### src/rtl/serial_neg_pkg.sv
// serial_neg_pkg
// Shared definitions for the bit-serial word negator: the per-word operating
// mode encoding and the beat-counter width helper.
package serial_neg_pkg;

   typedef enum logic [1:0] {
      MODE_PASS = 2'b00,
      MODE_NEG  = 2'b01,
      MODE_INV  = 2'b10,
      MODE_RSVD = 2'b11
   } mode_t;

   localparam int unsigned WIDTH_DEF = 16;
   localparam int unsigned CNT_W     = $clog2(WIDTH_DEF);

   // Beat-counter width for an arbitrary word length; never below one bit.
   function automatic int unsigned cnt_width(input int unsigned w);
      return (w < 2) ? 1 : $clog2(w);
   endfunction

endpackage

### src/rtl/serial_neg_lane.sv
// serial_neg_lane
// One serial lane of the negator. Holds the seen_one flag used by the
// two's-complement rule and registers the processed bit and overflow flag.
// Ports:
//   clk, reset    clock, asynchronous active-high reset
//   serial_bit    input bit of the current beat
//   beat_en       a beat is accepted this cycle (valid and not aborted)
//   clear         word discarded; seen_one returns to 0
//   first, last   current beat is beat 0 / beat WIDTH-1 of the word
//   mode          operating mode in effect for this beat
//   out_bit       registered processed bit (0 when no beat)
//   ovf           registered overflow, set only on the last beat in NEG
module serial_neg_lane
   import serial_neg_pkg::*;
(
   input  logic  clk,
   input  logic  reset,
   input  logic  serial_bit,
   input  logic  beat_en,
   input  logic  clear,
   input  logic  first,
   input  logic  last,
   input  mode_t mode,
   output logic  out_bit,
   output logic  ovf
);

   logic seen_one;
   logic seen_eff;
   logic bit_nxt;
   logic ovf_nxt;

   // Beat 0 ignores any history so back-to-back words need no idle cycle.
   assign seen_eff = first ? 1'b0 : seen_one;

   always_comb begin
      bit_nxt = serial_bit;
      ovf_nxt = 1'b0;
      case (mode)
         MODE_NEG: begin
            bit_nxt = serial_bit ^ seen_eff;
            // Only the most negative value (1 then all zeros) has no positive twin.
            ovf_nxt = last & serial_bit & ~seen_eff;
         end
         MODE_INV: bit_nxt = ~serial_bit;
         default:  bit_nxt = serial_bit;
      endcase
   end

   always_ff @(posedge clk or posedge reset) begin
      if (reset) begin
         seen_one <= 1'b0;
         out_bit  <= 1'b0;
         ovf      <= 1'b0;
      end else begin
         if (clear) begin
            seen_one <= 1'b0;
         end else if (beat_en) begin
            seen_one <= seen_eff | serial_bit;
         end
         out_bit <= beat_en & bit_nxt;
         ovf     <= beat_en & ovf_nxt;
      end
   end

endmodule

### src/rtl/serial_twos_negator.sv
// serial_twos_negator
// Multi-lane, bit-serial, LSB-first word negator with word framing.
// Owns the shared beat counter, the per-word mode register, abort handling
// and the framing output registers; the per-lane datapath lives in
// serial_neg_lane.
// Ports:
//   clk, reset  clock, asynchronous active-high reset
//   in_valid    a bit beat is present on in_bits
//   in_bits     one serial bit per lane, LSB first
//   mode        word operation, sampled on beat 0 only
//   abort       drop the current beat and restart framing at beat 0
//   out_valid   in_valid delayed one cycle (low for aborted beats)
//   out_bits    processed serial bits
//   out_first   out_bits carries beat 0
//   out_last    out_bits carries beat WIDTH-1
//   ovf         per-lane overflow, meaningful with out_last
module serial_twos_negator
   import serial_neg_pkg::*;
#(
   parameter int unsigned WIDTH    = 16,
   parameter int unsigned CHANNELS = 4
) (
   input  logic                clk,
   input  logic                reset,
   input  logic                in_valid,
   input  logic [CHANNELS-1:0] in_bits,
   input  logic [1:0]          mode,
   input  logic                abort,
   output logic                out_valid,
   output logic [CHANNELS-1:0] out_bits,
   output logic                out_first,
   output logic                out_last,
   output logic [CHANNELS-1:0] ovf
);

   localparam int unsigned CW = cnt_width(WIDTH);
   localparam logic [CW-1:0] LAST_BEAT = CW'(WIDTH - 1);

   logic [CW-1:0] cnt;
   mode_t         mode_q;
   mode_t         mode_eff;
   logic          beat_en;
   logic          first;
   logic          last;

   assign beat_en = in_valid & ~abort;
   assign first   = (cnt == '0);
   assign last    = (cnt == LAST_BEAT);

   // Beat 0 uses the freshly presented mode; later beats use the latched one.
   assign mode_eff = first ? mode_t'(mode) : mode_q;

   always_ff @(posedge clk or posedge reset) begin
      if (reset) begin
         cnt <= '0;
      end else if (abort) begin
         cnt <= '0;
      end else if (in_valid) begin
         cnt <= last ? '0 : cnt + CW'(1);
      end
   end

   always_ff @(posedge clk or posedge reset) begin
      if (reset) begin
         mode_q <= MODE_PASS;
      end else if (beat_en && first) begin
         mode_q <= mode_t'(mode);
      end
   end

   always_ff @(posedge clk or posedge reset) begin
      if (reset) begin
         out_valid <= 1'b0;
         out_first <= 1'b0;
         out_last  <= 1'b0;
      end else begin
         out_valid <= beat_en;
         out_first <= beat_en & first;
         out_last  <= beat_en & last;
      end
   end

   for (genvar g = 0; g < CHANNELS; g++) begin : g_lane
      serial_neg_lane u_lane (
         .clk        (clk),
         .reset      (reset),
         .serial_bit (in_bits[g]),
         .beat_en    (beat_en),
         .clear      (abort),
         .first      (first),
         .last       (last),
         .mode       (mode_eff),
         .out_bit    (out_bits[g]),
         .ovf        (ovf[g])
      );
   end

endmodule

### config.mk
export PLATFORM = sky130hd
export DESIGN_NAME = serial_twos_negator
export DESIGN_NICKNAME = d
export VERILOG_FILES = /design/src/rtl/serial_neg_pkg.sv /design/src/rtl/serial_neg_lane.sv /design/src/rtl/serial_twos_negator.sv
export SDC_FILE = /design/constraint.sdc
export NUM_CORES = 1
export LEC_CHECK = 0
export BUFFER_PORTS_ARGS = -buffer_cell sky130_fd_sc_hd__buf_2
export CAP_MARGIN = 20
export CORE_MARGIN = 5
export CORE_UTILIZATION = 57
export DETAILED_ROUTE_END_ITERATION = 16
export PLACE_DENSITY = 0.82
export SLEW_MARGIN = 0
export SYNTH_ARGS = -nofsm -noshare
export SYNTH_HDL_FRONTEND = slang
export SYNTH_SLANG_ARGS = --single-unit
### constraint.sdc
create_clock -name clk -period 3.76 [get_ports clk]
set_input_delay 0.564 -clock clk [delete_from_list [all_inputs] [get_ports clk]]
set_output_delay 0.564 -clock clk [all_outputs]
set_load 0.05 [all_outputs]
==> summary.txt, run 1 <==
Overflow after GRT: 0
top cell type's share of synthesized area: 0.482
Die W: 53.8 um
Crit Path Max Fanout: 8
Int Pwr: 0.000333 W
H-tree depth: 1
Compound-Gate Fraction of Synth Area: 0.101
Resize count post-CTS: 0
Fin. Hold Viols: 0
critical path's largest stage delay: 510 ps
Yosys cell types: 25
Initial Util: 0.618
worst path cell trace: inv_1, ha_1, or3b_1, mux2i_1, inv_1, ha_1, a221oi_1, a211oi_1
port bufs: 20
RSZ-0062 raised after global routing: no
largest family of logic cells by synthesized area: simple AND/OR/NAND/NOR gates
Die H: 53.8 um
FF-to-FF path depth: 8
Post-DRT Antenna Nets: 0
CP required: 3950 ps
Mapped Nets: 117
post-DP HPWL: 1430 um
CTS tree: built
CP startpoint kind: register
crit path capture type: register
Setup CP Type: register to register
post-synthesis mux area share: 0.0550
Comb power frac: 0.270
clk buf depth: 2
Least-Margin Pin Slew: 733 ps
Area Growth Syn to Fin: 6.31%
switching power: 0.000163 W
TritonCTS buffer count: 3
Fin Setup TNS: 0 ps
setup bufs post-CTS: 0
Synth Cell Area: 1090 um2
Seq pwr share: 0.509
WL per Instance: 13.4 um
pin count of the biggest net entering global routing: 22
Power Dens Cells: 428 nW/um2
Seq cells post-synth: 21
min-delay worst type: primary input to async pin
clock root buffer: clkbuf_4
setup violators final: 0
Post-route DRC: 0
synthesized area per cell: 11.0 um2
worst skew pair latency: 310 ps
outcome: completed
area share of fa/ha/maj cells after synthesis: 0.0917
Max Slew Vio Count: 0
Arr. time, crit path: 2540 ps
IO Pins: 21
Net Sw Frac: 0.329
Synth Area in Simple Gates: 0.138
GRT Resource Usage Total: 0.146
Max stage delay cell, worst path: or3b_1
area of the die: 2890 um2
vias in the first global route: 704
vias per inst: 5.45
Tmin final: 2360 ps
DRT iter0 DRCs: 3
final net count: 130
Max IR drop VDD: 349 uV
first-pass GRT wire length: 3000 um
via count: 741
ANT cells: 0
top post-synthesis cells by area: dfrtp_1 48%, ha_1 9.2%, a211oi_1 5.5%
xor/xnor share of the synthesized area: 0.0161
share of cells above drive strength 1: 0.252
Clock power frac: 0.221
row cnt: 15
Slew HR: 0.511
# hold bufs at CTS: 0
GPL Wtd Cong: 0.819
period utilisation layout: 0.626
dominant cell type by area after synthesis: dfrtp_1
Max Fclk: 425 MHz
drt total wl: 1820 um
Clock Sink Count: 21
WHS: 355 ps
clock-pin transition on the worst setup and hold timing paths: 120 ps
yosys warns: 0
Seq/Total Area, Yosys: 0.482
max_cap viols: 0
Core ar.: 1760 um2
initial antenna violation count: 0
Mapped Cells: 99
Lkg Pwr: 0.624 nW
clock skew: 7.49 ps
drt pass-1 iters: 4
[cells in the final DEF, fill, tap and decap left out]
master,n
dfrtp_1,21
buf_2,20
inv_1,10
nor2_1,9
a211oi_1,8
ha_1,8
nand2_1,6
a221oi_1,4
and3_1,4
mux2i_1,3
clkbuf_4,3
mux2_4,2
a21oi_1,2
xor2_1,1
nor3b_1,1
or3b_1,1
or2b_4,1
nand4b_1,1
nor2_8,1
nand3_1,1
o21ai_0,1
or4_1,1
xnor2_1,1
clkinv_2,1
[sequential cells by signal, indices dropped and copies added, names as in the netlist]
| name | count |
|---|---|
| g_lane.u_lane.out_bit | 4 |
| cnt | 4 |
| out_first | 1 |
| out_last | 1 |
| g_lane.u_lane.ovf | 4 |
| mode_q | 2 |
| g_lane.u_lane.seen_one | 4 |
| out_valid | 1 |
[metal layers]
layer | routed length, um | vias up | global-route usage
met5 | 0 | - | 0
met3 | 105 | 6 | 0.0499
met2 | 937 | 19 | 0.264
met4 | 40 | 0 | 0.0511
li1 | - | 355 | -
met1 | 734 | 361 | 0.157
[Yosys cell counts]
library cell / count
nor2_1: 9
or2b_4: 1
inv_1: 10
mux2i_1: 3
o21ai_0: 1
nand3_1: 1
mux2_4: 2
xnor2_1: 1
buf_6: 2
or4_1: 1
nand4b_1: 1
xor2_1: 1
nand2_1: 6
clkbuf_1: 1
dfrtp_1: 21
a211oi_1: 8
a21oi_1: 2
nor2_8: 1
buf_1: 1
ha_1: 8
buf_4: 8
and3_1: 4
or3b_1: 1
a221oi_1: 4
nor3b_1: 1
[logic make-up after synthesis]
logic type	Yosys count
xor gates and xnor gates	2
adders and majority gates	8
muxes	5
and+or+nand+nor	26
AOI/OAI and AO/OA	15
DFF	21
buffers and inverters	22
[per-stage QoR]
step	setup WS, ps	util	area (um2)	total power [W]	cells
after floorplan	1610	-	1090	0.000374	99
after global placement	1550	0.642	1130	0.000386	132
after detailed placement	1440	0.642	1130	0.000392	132
after CTS	1410	0.657	1160	0.000498	136
after global routing	1230	0.657	1160	0.000524	136
final	1400	0.657	1160	0.000496	136
[worst max-delay path: cells and delay by family (launching register included)]
kind,cells,cell delay (ps)
adder cells (fa/ha/maj),2,520
AND/OR/NAND/NOR,1,510
flip-flops,1,440
AO/OA/AOI/OAI,2,360
multiplexers,1,250
buffers and inverters,2,150
[layout make-up]
| cell class | count | area, um2 |
|---|---|---|
| repair buffers | 20 | 100 |
| clock buffers | 3 | 22.5 |
| multi-input cells | 56 | 438 |
| clock inverters | 1 | 5.00 |
| inverters | 10 | 37.5 |
| flip-flops and latches | 21 | 526 |
| well taps | 25 | 31.3 |
| fillers | 144 | 604 |
[worst paths after layout]
path,from,to,slack [ps]
worst max-delay path,cnt[0]$_DFFE_PP0P_,g_lane[3].u_lane.out_bit$_DFF_PP0_,1400
min in group clk,in_bits[0],g_lane[0].u_lane.ovf$_DFF_PP0_,490
max in group asynchronous,reset,mode_q[1]$_DFFE_PP0P_,2940
worst min-delay path,reset,g_lane[0].u_lane.ovf$_DFF_PP0_,350
worst max register to register,cnt[0]$_DFFE_PP0P_,g_lane[3].u_lane.out_bit$_DFF_PP0_,1400
worst min register to register,mode_q[0]$_DFFE_PP0P_,mode_q[0]$_DFFE_PP0P_,530
[power by group through the flow]
stage	Combinational (W)	Clock, W	Sequential, W
after floorplan	0.000115	0	0.000260
after global placement	0.000130	0	0.000256
after detailed placement	0.000135	0	0.000257
after CTS	0.000135	0.000111	0.000253
after global routing	0.000147	0.000122	0.000255
final	0.000134	0.000109	0.000252
No activity file was read; power rests on OpenSTA's default activity.
==> run 2, diff against run 1 <==
Settings changed: CORE_UTILIZATION 57 to 53, PLACE_DENSITY 0.82 to 0.77.
Clock period 3.76 ns to 2.3 ns, I/O delays scaled along.
==> run 2 against run 1 <==
  * First-iteration DRC count rose to 2.7 times the previous value
  * Cell count increased by 2.2%
  * Clock power increased by 61%
  * Power increased by 71%
  * Sequential share of layout area is 1.2 points lower
  * Clock skew shrank 4.2 ps
  * Critical path type unchanged
  * Critical endpoint unchanged
  * Largest power group unchanged
  * Highest routed layer unchanged
==> summary.txt, run 2 (synthesis gave the netlist of run 1 again) <==
port bufs: 20 (unchanged)
Overflow after GRT: 0 (unchanged)
most frequent cells in the layout: 21 x dfrtp_1, 20 x buf_2, 10 x inv_1
drt total wl: 2170 um (+19%)
CP required: 2490 ps (-1460 ps)
crit path launch: cnt[0]$_DFFE_PP0P_
setup bufs post-CTS: 0 (unchanged)
FF-to-FF End: g_lane[3].u_lane.out_bit$_DFF_PP0_
GPL Wtd Cong: 0.805 (-1.7%)
drt pass-1 iters: 4 (unchanged)
worst skew pair latency: 300 ps (about the same)
clock root buffer: clkbuf_4
crit path to: g_lane[3].u_lane.out_bit$_DFF_PP0_
Fin. Hold Viols: 0 (unchanged)
H-tree depth: 1 (unchanged)
DRT iter0 DRCs: 8 (+5)
row cnt: 16 (+1)
FF-to-FF path depth: 8 (unchanged)
Int Pwr: 0.000568 W (+70%)
period utilisation layout: 0.917 (+0.291)
WL per Instance: 15.6 um (+17%)
RSZ-0062 raised after global routing: no
CTS tree: built
Area Growth Syn to Fin: 9.29%
TritonCTS buffer count: 3 (unchanged)
# hold bufs at CTS: 0 (unchanged)
WHS: 178 ps (-176 ps)
first-pass GRT wire length: 3640 um (+21%)
max_cap viols: 0 (unchanged)
vias in the first global route: 797 (+13%)
final net count: 131 (+0.77%)
commonest non-fill, non-tap cell in the layout: dfrtp_1
Core ar.: 1960 um2 (+11%)
Tot Pwr: 0.000847 W (+71%)
ANT cells: 0 (unchanged)
Least-Margin Pin Slew: 804 ps (+71.3 ps)
CP startpoint kind: register
Setup CP Type: register to register
post-DP HPWL: 1580 um (+10%)
Max IR drop VDD: 456 uV (+30%)
IO Pins: 21 (unchanged)
Resize count post-CTS: 0 (unchanged)
Power Dens Cells: 710 nW/um2 (+66%)
crit path capture type: register
via count: 759 (+2.4%)
setup violators final: 0 (unchanged)
share of cells above drive strength 1: 0.286 (+0.0335)
Seq pwr share: 0.486 (-0.023)
Arr. time, crit path: 2290 ps (-250 ps)
Die W: 55.4 um (+3.0%)
initial antenna violation count: 0 (unchanged)
clock-pin transition on the worst setup and hold timing paths: 110 ps (about the same)
Clock Sink Count: 21 (unchanged)
Max Fclk: 474 MHz (+12%)
Die H: 55.4 um (+3.0%)
Post-DRT Antenna Nets: 0 (unchanged)
Clock power frac: 0.207 (-0.014)
vias per inst: 5.46 (+0.22%)
Net Sw Frac: 0.330 (+0.00104)
area of the die: 3070 um2 (+6.1%)
Tmin final: 2110 ps (-246 ps)
DP Worst Slack: 116 ps (-1330 ps)
Final WS setup: 191 ps (-1210 ps)
reg2reg start: cnt[0]$_DFFE_PP0P_
clk buf depth: 2 (unchanged)
min-delay worst type: primary input to async pin
Fin Setup TNS: 0 ps (unchanged)
Post-route DRC: 0 (unchanged)
Slew HR: 0.463 (-0.0476)
Initial Util: 0.556 (-0.0623)
clock skew: 3.32 ps (-4.17 ps)
Crit Path Max Fanout: 5 (-3)
Max Slew Vio Count: 0 (unchanged)
reg-to-reg slack, setup: 190 ps (-1210 ps)
switching power: 0.000279 W (+71%)
Lkg Pwr: 0.627 nW (+0.53%)
Comb power frac: 0.306 (+0.036)
GRT Resource Usage Total: 0.151 (+0.00460)
pin count of the biggest net entering global routing: 22 (unchanged)
outcome: completed
[run 2: worst min path at each step]
stage	endpoint	start	depth (start not counted)	slack (ps)
finish	g_lane[2].u_lane.seen_one$_DFFE_PP0P_	reset	2	180
global route	g_lane[2].u_lane.seen_one$_DFFE_PP0P_	reset	2	250
CTS	g_lane[2].u_lane.seen_one$_DFFE_PP0P_	reset	2	200
detailed placement	mode_q[0]$_DFFE_PP0P_	mode_q[0]$_DFFE_PP0P_	1	500
global placement	mode_q[0]$_DFFE_PP0P_	mode_q[0]$_DFFE_PP0P_	1	490
floorplan	cnt[0]$_DFFE_PP0P_	reset	1	320
[run 2: power by group through the flow]
| stage | clock network (W) | registers, W | logic (W) |
|---|---|---|---|
| final | 0.000176 | 0.000412 | 0.000259 |
| after global routing | 0.000195 | 0.000417 | 0.000285 |
| after CTS | 0.000182 | 0.000413 | 0.000231 |
| after detailed placement | 0 | 0.000420 | 0.000230 |
| after global placement | 0 | 0.000418 | 0.000219 |
| after floorplan | 0 | 0.000424 | 0.000188 |
[run 2: critical path, stage by stage (launching register included)]
cell	delay, ps
dfrtp_1	430
inv_1	90
ha_1	150
nor3b_1	220
mux2i_1	380
inv_1	90
ha_2	240
a221oi_2	300
a211oi_1	90
[run 2: final cells by class]
class,count,area [um2]
Fill cell,178,769
Sequential cell,21,526
Multi-Input combinational cell,56,462
Timing Repair Buffer,21,108
Inverter,10,37.5
Tap cell,27,33.8
Clock buffer,4,26.3
[run 2: through the flow]
step / instances / cell area [um2] / utilization
4_1_cts: 139 / 1170 / 0.596
6_report: 139 / 1190 / 0.608
2_1_floorplan: 99 / 1090 / -
3_3_place_gp: 135 / 1140 / 0.582
5_1_grt: 139 / 1190 / 0.608
3_5_place_dp: 135 / 1140 / 0.582
[run 2: layer usage]
| layer | track usage | vias to the layer above | routed length [um] |
|---|---|---|---|
| met5 | 0 | - | 0 |
| met4 | 0.0972 | 0 | 81 |
| met3 | 0.0326 | 9 | 100 |
| met2 | 0.250 | 19 | 1160 |
| met1 | 0.174 | 372 | 830 |
| li1 | - | 359 | - |
